**config.mk**
```make
export PLATFORM = sky130hd
export DESIGN_NAME = nmt_mem_arbiter
export DESIGN_NICKNAME = d
export VERILOG_FILES = /design/src/rtl/nmt_mem_arbiter.sv
export SDC_FILE = /design/constraint.sdc
export NUM_CORES = 1
export LEC_CHECK = 0
export ABC_AREA = 1
export BUFFER_PORTS_ARGS = -buffer_cell sky130_fd_sc_hd__buf_2
export CORE_AREA = 2 2 159 161
export CTS_CLUSTER_SIZE = 24
export DETAILED_ROUTE_END_ITERATION = 8
export DIE_AREA = 0 0 161 163
export PLACE_DENSITY = 0.59
export REMOVE_ABC_BUFFERS = 1
export SLEW_MARGIN = 10
export SYNTH_ARGS = -nofsm -noshare
export SYNTH_HDL_FRONTEND = slang
export SYNTH_SLANG_ARGS = --single-unit
export TNS_END_PERCENT = 10
```
**constraint.sdc**
```tcl
create_clock -name clk_t -period 4.3 [get_ports clk_t]
set_input_delay 0.645 -clock clk_t [delete_from_list [all_inputs] [get_ports clk_t]]
set_output_delay 0.645 -clock clk_t [all_outputs]
set_load 0.05 [all_outputs]
```
**src/rtl/nmt_mem_arbiter.sv**
```systemverilog
// nmt_mem_arbiter: round-robin arbiter of N_PORTS NMT devices onto BIGMEM's single port, one transaction at a time.
// Optional macro NMT_ARB_STATS_EN adds stat_grants, per-port saturating 16-bit accepted-request counters.
module nmt_mem_arbiter #(
  parameter int N_PORTS = 4,
  parameter int DW      = 32,
  parameter int CW      = 2
) (
  input  logic                  clk_t,
  input  logic                  rst_n,
  input  logic [N_PORTS-1:0]    req_valid,
  output logic [N_PORTS-1:0]    req_ready,
  input  logic [N_PORTS*DW-1:0] req_alu,
  input  logic [N_PORTS*DW-1:0] req_reg2,
  input  logic [N_PORTS*CW-1:0] req_cmd,
  output logic [N_PORTS-1:0]    rsp_valid,
  input  logic [N_PORTS-1:0]    rsp_ready,
  output logic [DW-1:0]         rsp_data,
  output logic                  mem_valid,
  input  logic                  mem_ready,
  output logic                  mem_we,
  output logic [DW-1:0]         mem_addr,
  output logic [DW-1:0]         mem_wdata,
  input  logic                  mem_rvalid,
  input  logic [DW-1:0]         mem_rdata
`ifdef NMT_ARB_STATS_EN
  ,
  output logic [N_PORTS*16-1:0] stat_grants
`endif
);

  localparam int GW = $clog2(N_PORTS);
  localparam logic [CW-1:0] CMD_NOP   = CW'(0);
  localparam logic [CW-1:0] CMD_STORE = CW'(2);

  typedef enum logic [1:0] {S_IDLE, S_ISSUE, S_WAIT, S_RESP} state_t;

  state_t        r_state, w_next;
  logic [GW-1:0] r_last, w_gnt, w_idx;
  logic          w_hit, w_accept, w_hs, w_rd;
  logic [CW-1:0] r_cmd, w_cmd;
  logic [DW-1:0] r_addr, r_wdata, r_data;

  // Round-robin search starting just after the last granted port
  always_comb begin
    w_hit = 1'b0;
    w_gnt = '0;
    w_idx = '0;
    for (int k = 1; k <= N_PORTS; k++) begin
      w_idx = GW'((int'(r_last) + k) % N_PORTS);
      if (!w_hit && req_valid[w_idx]) begin
        w_hit = 1'b1;
        w_gnt = w_idx;
      end
    end
  end

  assign w_cmd    = req_cmd[int'(w_gnt)*CW +: CW];
  assign w_accept = (r_state == S_IDLE) && w_hit && rst_n;
  assign w_hs     = (r_state == S_ISSUE) && mem_ready;
  assign w_rd     = (r_cmd != CMD_STORE);

  always_comb begin
    w_next    = r_state;
    req_ready = '0;
    rsp_valid = '0;
    rsp_data  = '0;
    mem_valid = 1'b0;
    mem_we    = 1'b0;
    mem_addr  = '0;
    mem_wdata = '0;
    case (r_state)
      S_IDLE: begin
        if (w_accept) begin
          req_ready[w_gnt] = 1'b1;
          w_next = (w_cmd == CMD_NOP) ? S_RESP : S_ISSUE;
        end
      end
      S_ISSUE: begin
        mem_valid = 1'b1;
        mem_we    = !w_rd;
        mem_addr  = r_addr;
        mem_wdata = r_wdata;
        // Read data arriving in the handshake cycle skips WAIT
        if (mem_ready) w_next = (!w_rd || mem_rvalid) ? S_RESP : S_WAIT;
      end
      S_WAIT: begin
        if (mem_rvalid) w_next = S_RESP;
      end
      S_RESP: begin
        rsp_valid[r_last] = 1'b1;
        rsp_data          = r_data;
        if (rsp_ready[r_last]) w_next = S_IDLE;
      end
      default: w_next = S_IDLE;
    endcase
  end

  always_ff @(posedge clk_t) begin
    if (!rst_n) begin
      r_state <= S_IDLE;
      r_last  <= GW'(N_PORTS - 1);
    end else begin
      r_state <= w_next;
      if (w_accept) r_last <= w_gnt;
    end
  end

  // Request payload and response data; outputs are gated by state, so no reset needed
  always_ff @(posedge clk_t) begin
    if (w_accept) begin
      r_addr  <= req_alu[int'(w_gnt)*DW +: DW];
      r_wdata <= req_reg2[int'(w_gnt)*DW +: DW];
      r_cmd   <= w_cmd;
      r_data  <= '0;
    end else if (mem_rvalid && w_rd && (w_hs || (r_state == S_WAIT))) begin
      r_data <= mem_rdata;
    end
  end

`ifdef NMT_ARB_STATS_EN
  logic [15:0] r_stat [N_PORTS];

  always_ff @(posedge clk_t) begin
    if (!rst_n) begin
      for (int i = 0; i < N_PORTS; i++) r_stat[i] <= '0;
    end else begin
      for (int i = 0; i < N_PORTS; i++)
        if (req_ready[i] && (r_stat[i] != 16'hFFFF)) r_stat[i] <= r_stat[i] + 16'd1;
    end
  end

  always_comb begin
    stat_grants = '0;
    for (int i = 0; i < N_PORTS; i++) stat_grants[i*16 +: 16] = r_stat[i];
  end
`endif

endmodule

```
==> results.yml <==
cts:
  cts_resized: 0
  htree_levels: 3
  cts_tree: "done"
  cts_buffer_depth: 2
  clock-sinks: 102
  postCtsSetupRepairBufs: 0
  cts_hold_buf: 0
  cts_buffers: 9
  clkLatencyLatePin_ns: 0.35
  clockRootBuffer: "clkbuf_16"
  clk_pin_slew_ns: 0.07
die:
  rows: 58
  die-area_um2: 26200
  io_pins: 414
  coreArea_um2: 24700
  fp.dieW_um: 161
  die_h_um: 163
  initial_core_util_pct: 26.8
routing:
  route.detailed.drc: 0
  drt-total-wl_um: 23000
  vias_per_cell: 4.38
  route.antenna.remaining_nets: 0
  dr.pass1.iters: 4
  drt_iter0_drc: 353
  vias: 6800
  wl_per_cell_um: 14.8
worst_setup_path:
  cp-start-kind: "register"
  path_cells: "inv_6 -> ha_1 -> inv_1 -> nand3_1 -> nand2_1 -> nor2_1 -> nand4_1 -> nand3_1 -> buf_4 -> nor2_1 -> buf_2"
  r2r-start: "r_last[0]"
  r2r_slack_ns: 1.06
  cp-end-kind: "output port"
  r2r_end: "r_addr[18]"
  max_stage_delay_ns: 0.63
  crit_start: "r_last[0]"
  crit_arrival_ns: 2.83
  required_ns: 3.65
  cpMaxStageDelayCell: "dfxtp_1"
  ff2ff_path_depth: 14
  crit_path_end: "req_ready[3]"
  crit_path_max_fanout: 39
  crit_type: "register to output port"
power_and_ir_drop:
  power_density_nw_per_um2: 942
  peakVddDrop_v: 0.000624
  p_leak_uw: 0.00543
placed_design:
  dpl.hpwl_um: 17900
  gp_congestion: 0.834
  post-place-ws_ns: 1.08
  dp_cells: 1532
  port_buffers: 413
timing:
  hold_viol: 0
  setup_ws_ns: 0.822
  worstMarginPinSlew_ns: 0.739
  finalSetupTns_ns: 0
  min_period_ns: 3.48
  post-route-period-util_pct: 80.9
  finalSetupViolCount: 0
  final_max_slew_viol_count: 0
  maxSlewHeadroom_pct: 50.7
  fin_skew_ns: 0.0112
  grt_setup_unrepaired: "no"
  max_freq_mhz: 288
synth:
  yosys_warnings: 0
  synth_top_area_share_pct: 30.0
  syn_area_per_cell_um2: 8.06
  syn_area_um2: 6620
  yosysSeqAreaShare_pct: 40.9
  syn-instance-count: 821
  synth_top_area_cell: "edfxtp_1"
  synth_seq_cells: 102
  synth_area_leaders: "edfxtp_1 (30%), nand2_1 (17%), a22oi_2 (11%), dfxtp_1 (11%), inv_1 (8.2%)"
  synth_cell_types: 29
finish:
  layoutNonFillerInstCount: 1553
  fin_nets: 1529
  syn2layout_area_growth_pct: 39.4
  drive_gt1_share_pct: 45.1
  final_util_pct: 37.4
grt:
  grt_pass1_vias: 6465
  track_usage_pct: 16.6
  grt_pass1_wl_um: 33900
  grt_max_degree: 65
  antenna_found_initial: 4
  grt_overflow_total: 0
run:
  maxCapViolations: 0
hold_path:
  hp-class: "register to register"
outcome:
  outcome: "finished clean"
[cell usage after synthesis (all sizes together)]
cell    number
nand2      310
inv        152
nand3       77
edfxtp      66
a22oi       64
dfxtp       36
mux2        32
buf         31
clkbuf      12
nor2        12
o21ai       12
ha           8
a21oi        4
nand4        2
o221ai       2
clkinv       1
[area by class of cell]
| cell class | instances | area [µm²] |
|---|---|---|
| Clock inverter | 3 | 22.5 |
| Inverter | 153 | 589 |
| Timing Repair Buffer | 424 | 2190 |
| Clock buffer | 13 | 283 |
| Sequential cell | 102 | 2700 |
| Antenna cell | 5 | 12.5 |
| Fill cell | 2636 | 15500 |
| Tap cell | 330 | 413 |
| Multi-Input combinational cell | 523 | 3010 |
[per-layer routing]
metal	global-route usage, %	wire length [µm]	vias up
li1	-	-	3403
met2	29.5	11400	283
met3	4.69	1790	34
met5	0	22	-
met1	19.1	9260	3076
met4	5.64	514	4
[sequential cells by signal, summed over array words and instances, names as in the netlist]
signal	cells
r_wdata	32
r_state	2
r_addr	32
r_cmd	2
r_data	32
r_last	2
[worst min-delay path by stage]
stage	from	to	slack, ns	cells past startpoint
finish	r_data[13]	r_data[13]	0.57	3
global route	req_reg2[32]	r_wdata[0]	0.57	3
CTS	req_reg2[34]	r_wdata[2]	0.56	3
detailed placement	r_data[17]	r_data[17]	0.55	3
global placement	r_data[2]	r_data[2]	0.54	3
floorplan	r_data[0]	r_data[0]	0.54	3
[power breakdown]
part	total [µW]	internal [µW]	switching [µW]	leakage (µW)
Sequential	2130	1950	185	0.000924
Combinational	5690	1830	3860	0.00436
Clock	855	467	388	0.000151
[worst max-delay path, delay by kind of cell (launching register included)]
family | cells | cell delay, ns
buffers and inverters | 4 | 0.80
flip-flops | 1 | 0.63
adder cells (fa/ha/maj) | 1 | 0.35
AND/OR/NAND/NOR | 6 | 0.72
[stage by stage]
stage,hold slack (ns),instance area [µm²],power [µW]
floorplan,0.536,6300,6270
global placement,0.543,8900,7810
detailed placement,0.547,8900,7930
CTS,0.556,9210,8820
global route,0.568,9210,9410
finish,0.566,9220,8680
[layout by cell type, fill, tap and decap left out, drive strengths merged]
cell type,netlist,routed
edfxtp,66,66
diode,0,5
dfxtp,36,36
o221ai,2,2
nand2,310,310
inv,152,152
ha,8,8
nor2,12,12
clkbuf,12,13
o21ai,12,12
a21oi,4,4
nand3,77,77
a22oi,64,64
nand4,2,2
mux2,32,32
clkinv,1,4
buf,31,424
[cell families after synthesis]
family,share of synthesized area (%)
and+or+nand+nor,25.1
DFF,40.9
AOI/OAI and AO/OA,13.4
buffers and inverters,13.7
muxes,5.45
adders and majority gates,1.51
Note: power is estimated with default switching activity, not from simulation.
